==> src/rtl/rx_decim_comb.sv <==
// rx_decim_comb: receive-side polyphase decimating comb filter.
// Sums each block of DECIM accepted samples into B and runs the block sums
// through the symmetric 3-tap kernel [COFF1, COFF2, COFF1] in transposed
// form. One full-precision output strobe is produced per completed block.
module rx_decim_comb #(
  parameter int DECIM = 4,
  parameter int COFF1 = 84,
  parameter int COFF2 = 344
) (
  input  logic               clk,
  input  logic               rst,
  input  logic               clear,
  input  logic               in_valid,
  input  logic signed [10:0] in_dec,
  output logic               out_valid,
  output logic signed [25:0] out_dec,
  output logic               out_phase_err
);

  // Kernel coefficients at the output word width; products are kept at
  // 26 bits because the parameter limits bound every result below 2^25.
  localparam logic signed [25:0] K1      = 26'(COFF1);
  localparam logic signed [25:0] K2      = 26'(COFF2);
  localparam logic        [2:0]  PH_LAST = 3'(DECIM - 1);

  // Sign-extend an 11-bit sample to the 14-bit accumulator width.
  function automatic logic signed [13:0] sext_sample(input logic signed [10:0] s);
    return {{3{s[10]}}, s};
  endfunction

  // Sign-extend a 14-bit block sum to the 26-bit product width.
  function automatic logic signed [25:0] sext_block(input logic signed [13:0] b);
    return {{12{b[13]}}, b};
  endfunction

  logic        [2:0]  ph_r;
  logic signed [13:0] acc_r;
  logic signed [25:0] s1_r;
  logic signed [25:0] s2_r;

  logic signed [13:0] in_ext_s;
  logic signed [13:0] blk_sum_s;
  logic signed [25:0] blk_wide_s;
  logic signed [25:0] prod1_s;
  logic signed [25:0] prod2_s;
  logic signed [13:0] acc_nxt_s;
  logic               last_s;

  // Block sum, kernel products and next accumulator value for this sample.
  always_comb begin
    in_ext_s   = sext_sample(in_dec);
    blk_sum_s  = acc_r + in_ext_s;
    blk_wide_s = sext_block(blk_sum_s);
    prod1_s    = K1 * blk_wide_s;
    prod2_s    = K2 * blk_wide_s;
    last_s     = (ph_r == PH_LAST);
    if (ph_r == 3'd0) begin
      acc_nxt_s = in_ext_s;
    end else begin
      acc_nxt_s = blk_sum_s;
    end
  end

  // Phase counter, block accumulator, transposed kernel state and outputs.
  always_ff @(posedge clk or posedge rst) begin
    if (rst) begin
      ph_r          <= 3'd0;
      acc_r         <= 14'sd0;
      s1_r          <= 26'sd0;
      s2_r          <= 26'sd0;
      out_dec       <= 26'sd0;
      out_valid     <= 1'b0;
      out_phase_err <= 1'b0;
    end else if (clear) begin
      // Flush drops any sample presented this cycle; a flush that lands
      // inside a block is remembered until the next reset.
      ph_r      <= 3'd0;
      acc_r     <= 14'sd0;
      s1_r      <= 26'sd0;
      s2_r      <= 26'sd0;
      out_valid <= 1'b0;
      if (ph_r != 3'd0) begin
        out_phase_err <= 1'b1;
      end else begin
        out_phase_err <= out_phase_err;
      end
    end else if (in_valid) begin
      if (last_s) begin
        ph_r      <= 3'd0;
        acc_r     <= 14'sd0;
        s1_r      <= prod1_s;
        s2_r      <= s1_r + prod2_s;
        out_dec   <= s2_r + prod1_s;
        out_valid <= 1'b1;
      end else begin
        ph_r      <= ph_r + 3'd1;
        acc_r     <= acc_nxt_s;
        out_valid <= 1'b0;
      end
    end else begin
      // Gap: all state holds, only the strobe drops.
      out_valid <= 1'b0;
    end
  end

endmodule

==> config.mk <==
export PLATFORM = sky130hd
export DESIGN_NAME = rx_decim_comb
export DESIGN_NICKNAME = d
export VERILOG_FILES = /design/src/rtl/rx_decim_comb.sv
export SDC_FILE = /design/constraint.sdc
export NUM_CORES = 1
export LEC_CHECK = 0
export ABC_AREA = 1
export BUFFER_PORTS_ARGS = -buffer_cell sky130_fd_sc_hd__buf_4
export CORE_UTILIZATION = 53
export DETAILED_ROUTE_END_ITERATION = 12
export GPL_ROUTABILITY_DRIVEN = 1
export HOLD_SLACK_MARGIN = 0.05
export PLACE_DENSITY_LB_ADDON = 0.1
export SLEW_MARGIN = 20
export SYNTH_ARGS = -nofsm -noshare
export SYNTH_HDL_FRONTEND = slang
export SYNTH_SLANG_ARGS = --single-unit
==> constraint.sdc <==
create_clock -name clk -period 8.1 [get_ports clk]
set_clock_uncertainty 0.15 [all_clocks]
set_input_delay 1.62 -clock clk [delete_from_list [all_inputs] [get_ports clk]]
set_output_delay 1.62 -clock clk [all_outputs]
set_load 0.01 [all_outputs]
==> summary.md, run 1 <==
| Metric | Value |
|---|---|
| Worst-margin pin slew | `between 1 and 1.5 ns` |
| Drt initial violations | `roughly 420` |
| Root buffer selected by CTS | `clkbuf_16` |
| Period utilisation layout | `approximately 95%` |
| Vias | `8044` |
| Hold Crit Class | `flop to flop` |
| Met3 wire len | `about 670 um` |
| Clock Latency Late Sink | `0.36 ns` |
| Netlist Area Pre-Place | `around 9000 um2` |
| Drt drc | `0` |
| Final hold viol count | `0` |
| Max Cap Violations | `0` |
| Peak Freq | `0.130 GHz` |
| Final TNS setup | `0 ns` |
| Hold path depth | `1` |
| YS warnings | `0` |
| Max-slew headroom at the worst pin | `32.6%` |
| # H-tree levels | `3` |
| # rows | `47` |
| Wl on met1 | `slightly above 10 mm` |
| CTS tree | `yes` |
| Proportion of layout cells with a drive suffix above 1 | `around a tenth` |
| Top Layer Used | `met5` |
| Worst Setup End Kind | `flop` |
| WP buf/inv | `4` |
| Peak per-stage delay on the critical path | `approximately 0.52 ns` |
| CP Launch Type | `input pin` |
| Max Slew Vio Count | `0` |
| Core box area | `16600 um2` |
| TritonCTS buffer count | `9` |
| Clock sink count | `87` |
| Mapped Cells | `1228` |
| #FFs+latches synth | `slightly below 90` |
| DP Wirelength | `~18 mm` |
| Detailed-route wire length | `22.1 mm` |
| Outcome | `finished clean` |
| Synth Flop Type | `dfrtp_1` |
| Hold EP | `out_phase_err` |
| Post-CTS setup buffer count | `0` |
| Initial Util | `54.2%` |
| Arrival @ worst endpoint | `7.76 ns` |
| Kind of critical path | `input pin to flop` |
| Iteration count of the initial detailed-routing pass | `5` |
| CTS Hold Bufs | `0` |
| Top delay family on crit path | `adder cells` |
| Die X | `132 um` |
| Routed wl met2 | `between 10 and 15 mm` |
| Reg-to-Reg Start | `acc_r[0]` |
| Total grt overflow | `0` |
| Post-synth ARST share | `100%` |
| Tmin final | `about 7.7 ns` |
| DIE AREA | `about 17000 um2` |
| Worst reg2reg setup slack | `1.42 ns` |
| CP Launch Point | `in_dec[0]` |
| Area Growth Syn to Fin | `10.8%` |
| CTS Buffer Depth | `2` |
| Worst Path Max Fanout | `6` |
| Post-synth EDFFs | `0` |
| Gr usage total | `between 20% and 30%` |
| Hold Startpoint | `out_phase_err` |
| Nets | `roughly 1400` |
| PostCTS Resize Cnt | `0` |
| First-pass GRT wire length | `37.6 mm` |
| Vias in the first global route | `~7900` |
| Wirelength per Cell | `~15 um` |
| I/O Buffers | `40` |
| Gp weighted congestion | `between 0.8 and 0.9` |
| WP data required | `between 8 and 9 ns` |
| Ant. Diodes | `0` |
| Final antenna-violating net count | `0` |
| Reg2Reg Depth | `33` |
| Avg Cell Area, Syn | `7.32 um2` |
| Netlist cell types | `49` |
| RSZ-0062 raised after global routing | `false` |
| Reg2Reg Capture Point | `s2_r[22]` |
| Largest net degree at the start of global routing | `64` |
| Final setup fails | `0` |
| Slowest CP cell | `fa_1` |
| Initial antenna violation count | `1` |
| Vias per cell | `~5.4` |
| Fraction of the yosys area taken by sequential cells | `approximately a quarter` |
| Die Height | `roughly 130 um` |
| Top cell by count, worst path | `nand2_1` |
| Clk slew on worst S/H paths | `approximately 0.070 ns` |
| Io pins | `43` |
[cell families after synthesis]
group | count (synthesis) | synth area share [%]
simple gates | 498 | 23.4
compound gates | 245 | 15.9
buf+inv | 199 | 8.55
fa+ha+maj | 147 | 22.8
flops | 87 | 24.2
xor+xnor | 51 | 5.05
other cells | 1 | 0.0417
[area by class of cell]
| type | count | area (um2) |
|---|---|---|
| fillers | 1667 | 6620 |
| well taps | 220 | 275 |
| clock inverters | 7 | 80.1 |
| inverters | 178 | 669 |
| multi-input cells | 943 | 6090 |
| clock buffers | 9 | 225 |
| repair buffers | 56 | 440 |
| flip-flops and latches | 87 | 2180 |
[cells in the mapped netlist (4+ instances only)]
cell type	instances	area, um2
nand4_1	14	87.6
nand2_2	9	56.3
nand3_2	4	40.0
a22o_1	13	114
a21o_1	12	90.1
o21bai_1	8	60.1
dfrtp_1	87	2180
o21ai_1	14	70.1
nand3_1	58	290
a21oi_1	87	435
xor2_1	32	280
o21ai_0	74	370
inv_1	172	646
clkbuf_1	12	45.0
a21oi_2	6	52.6
o31ai_1	5	37.5
buf_4	4	30.0
nor3_1	6	30.0
nand2_1	311	1170
inv_2	6	22.5
ha_1	119	1490
a31oi_1	9	56.3
nor2_1	79	297
fa_1	28	561
xnor2_1	18	158
buf_2	4	20.0
[routing by layer]
metal / up-vias / GRT usage (%)
li1: 4122 / -
met1: 3711 / 33.9
met2: 159 / 46.6
met3: 50 / 2.61
met4: 2 / 12.6
met5: - / 0
[worst reg2reg max path: cells and delay by family, from the launching register on]
family                   cells  cell delay (ns)
AND/OR/NAND/NOR             14             1.64
AO/OA/AOI/OAI                7             1.00
XOR/XNOR                     1             0.16
adder cells (fa/ha/maj)      8             2.99
buffers and inverters        3             0.22
flip-flops                   1             0.40
[registers in the layout (all words and copies together), names as in the netlist]
register	flops
acc_r	14
out_dec	24
out_phase_err	1
out_valid	1
ph_r	3
s1_r	20
s2_r	24
[stage by stage]
stage | instance area (um2) | hold WS (ns) | instances | setup WS [ns] | utilization [%]
floorplan | 8990 | 0.303 | 1229 | 0.869 | -
finish | 9960 | 0.323 | 1500 | 0.434 | 60.1
global route | 9960 | 0.349 | 1500 | 0.00613 | 60.1
CTS | 9930 | 0.330 | 1500 | 0.389 | 59.9
detailed placement | 9630 | 0.312 | 1484 | 0.0423 | 58.0
global placement | 9600 | 0.291 | 1483 | 0.141 | 57.9
[worst max-delay path by stage]
stage / cells after the start / slack [ns] / end
final: 34 / 0.43 / s2_r[22]
after global routing: 34 / 0.006 / s2_r[22]
after CTS: 34 / 0.39 / s2_r[22]
after detailed placement: 34 / 0.04 / s2_r[22]
after global placement: 33 / 0.14 / s2_r[22]
after floorplan: 35 / 0.87 / s2_r[24]
[layout by cell type (no fill, tap or decap), types with 5 or more instances in the layout]
cell type / netlist / routed
nand3_1: 58 / 58
o21ai_0: 74 / 73
o31ai_1: 5 / 5
clkbuf_16: 0 / 9
nor2_1: 79 / 77
a22o_1: 13 / 13
a21oi_1: 87 / 85
o21bai_1: 8 / 8
nand4_1: 14 / 14
a21oi_2: 6 / 7
a31oi_1: 9 / 9
dfrtp_1: 87 / 87
o21ai_1: 14 / 15
inv_2: 6 / 6
nand2_1: 311 / 311
buf_4: 4 / 55
xor2_1: 32 / 31
xnor2_1: 18 / 18
inv_1: 172 / 171
a21o_1: 12 / 12
nor3_1: 6 / 6
nand2_2: 9 / 9
ha_1: 119 / 116
fa_1: 28 / 28
Power of run 1 is not shown: default switching activity piles up to over one toggle a cycle in this logic, so the estimate is an artifact.
==> run 2: changes to the inputs <==
--- a/config.mk
+++ b/config.mk
@@ -7,7 +7,7 @@
 export LEC_CHECK = 0
 export ABC_AREA = 1
 export BUFFER_PORTS_ARGS = -buffer_cell sky130_fd_sc_hd__buf_4
-export CORE_UTILIZATION = 53
+export CORE_UTILIZATION = 55
 export DETAILED_ROUTE_END_ITERATION = 12
 export GPL_ROUTABILITY_DRIVEN = 1
 export HOLD_SLACK_MARGIN = 0.05
==> run 2 against run 1 <==
Net effect:
- first-iteration DRC count is 14% lower
- via count is 0.16% lower
- routed wire length fell by 2.9%
- maximum frequency barely moved
- clock-buffer cell count grew 1
- die area shrank 3.6%
- largest cell class unchanged
- global-route usage rose by 0.50 points
- final cell count is 0.27% lower
- highest routed layer is now met4
- worst setup slack lost 0.0051 ns
- final area down 0.48%
- register-to-register slack barely moved
- critical path depth did not move
==> summary.md, run 2 (same netlist as run 1, synthesis figures left out) <==
| Metric | Value |
|---|---|
| CTS Hold Bufs | `0` |
| Max-slew headroom at the worst pin | `roughly 33%` |
| Largest regs | `out_dec x24, s2_r x24, s1_r x20` |
| Met3 wire len | `roughly 730 um` |
| Worst Path Max Fanout | `6` |
| Total grt overflow | `0` |
| WP data required | `slightly above 8 ns` |
| Peak per-stage delay on the critical path | `0.52 ns` |
| Gp weighted congestion | `roughly 0.9` |
| Reg2Reg Capture Point | `s2_r[22]` |
| First-pass GRT wire length | `36.1 mm` |
| Io pins | `43` |
| Worst Setup End Kind | `flop` |
| RSZ-0062 raised after global routing | `false` |
| TritonCTS buffer count | `9` |
| Ant. Diodes | `0` |
| DIE AREA | `roughly 17000 um2` |
| Worst-margin pin slew | `1.00 ns` |
| Drt drc | `0` |
| Final antenna-violating net count | `0` |
| Final worst slack | `about 0.43 ns` |
| Wl on met1 | `10.2 mm` |
| Sequential cell area | `approximately 2200 um2` |
| Fin cells | `1496` |
| Drt initial violations | `approximately 360` |
| Final TNS setup | `0 ns` |
| Reg-to-Reg Start | `acc_r[0]` |
| I/O Buffers | `40` |
| Placed Area | `9600 um2` |
| CP Launch Type | `input pin` |
| # rows | `46` |
| Core box area | `roughly 16000 um2` |
| Iteration count of the initial detailed-routing pass | `5` |
| Initial antenna violation count | `0` |
| Final setup fails | `0` |
| Kind of critical path | `input pin to flop` |
| Slowest CP cell | `fa_1` |
| Largest net degree at the start of global routing | `88` |
| Tmin final | `roughly 7.7 ns` |
| Period utilisation layout | `between 90 and 100%` |
| Routed wl met2 | `9.88 mm` |
| Nets | `roughly 1400` |
| Clk slew on worst S/H paths | `0.07 ns` |
| Hold Crit Class | `flop to flop` |
| Hold path depth | `1` |
| Die X | `~130 um` |
| Detailed-route wire length | `~22 mm` |
| Worst setup path end | `s2_r[22]` |
| Post-CTS setup buffer count | `0` |
| Outcome | `finished clean` |
| Wirelength per Cell | `roughly 14 um` |
| Arrival @ worst endpoint | `7.76 ns` |
| PostCTS Resize Cnt | `0` |
| Peak Freq | `roughly 0.13 GHz` |
| Root buffer selected by CTS | `clkbuf_16` |
| Area of the multi-input gates | `just over 6000 um2` |
| Placement Setup Slack | `around 0.092 ns` |
| Vias in the first global route | `between 7000 and 8000` |
| Die Height | `~130 um` |
| CTS tree | `yes` |
| Finished Cell Area | `a little under 10000 um2` |
| Top Layer Used | `met4` |
| Vias | `between 8000 and 9000` |
| Clock sink count | `between 80 and 90` |
| CP Launch Point | `in_dec[0]` |
| Worst reg2reg setup slack | `approximately 1.4 ns` |
| Most frequent cells in the layout | `nand2_1, inv_1, ha_1` |
| Top cell by count, worst path | `nand2_1` |
| Fill cells | `approximately 1500` |
| Gr usage total | `a little over a quarter` |
| Final hold viol count | `0` |
| Vias per cell | `around 5.4` |
| Max Cap Violations | `0` |
| Initial Util | `roughly 56%` |
| DP Wirelength | `about 17 mm` |
| Max Slew Vio Count | `0` |
| CTS Buffer Depth | `2` |
| Commonest non-fill, non-tap cell in the layout | `nand2_1` |
| # H-tree levels | `3` |
| Placed insts | `1480` |
| Proportion of layout cells with a drive suffix above 1 | `a little under a tenth` |
| Area Growth Syn to Fin | `10.3%` |
| Clock Latency Late Sink | `about 0.36 ns` |
| Reg2Reg Depth | `33` |
==> run 2: cell count changes in the layout (fill, tap and decap cells not counted), sizes merged <==
cell	delta
clkbuf	+1
bufinv	-1
inv	-1
clkinv	-1
clkinvlp	+2
==> run 2: critical path: cells and delay by family <==
family	cells	cell delay (ns)
fa+ha+maj	8	3.02
simple gates	14	1.64
compound gates	7	1.02
buf+inv	4	0.31
xor+xnor	1	0.17
==> run 2: worst min-delay path by stage <==
stage	start	endpoint	slack (ns)
3_3_place_gp	out_phase_err	out_phase_err	0.29
6_report	out_phase_err	out_phase_err	0.32
4_1_cts	out_dec[2]	out_dec[2]	0.33
3_5_place_dp	out_dec[2]	out_dec[2]	0.31
5_1_grt	s2_r[4]	s2_r[4]	0.36
2_1_floorplan	acc_r[10]	acc_r[10]	0.30
==> run 2: through the flow <==
step,utilization (%),hold WS (ns)
finish,62.2,0.322
detailed placement,60.2,0.311
CTS,61.9,0.328
global route,62.2,0.358
floorplan,-,0.303
global placement,60.2,0.290
==> run 2: layout make-up <==
cell class | count | area share (%)
clock inverter | 6 | 0.454
inverter | 178 | 6.75
sequential | 87 | 22.0
clock buffer | 10 | 2.31
timing repair buffer | 56 | 4.28
tap | 216 | 2.73
multi-input combinational | 943 | 61.5
==> run 2: metal layers <==
layer / up-vias / GRT usage (%)
li1: 4137 / -
met4: 0 / 12.0
met2: 155 / 46.6
met3: 50 / 3.73
met5: - / 0
met1: 3689 / 34.9
Power of run 2 is left out for the same reason.
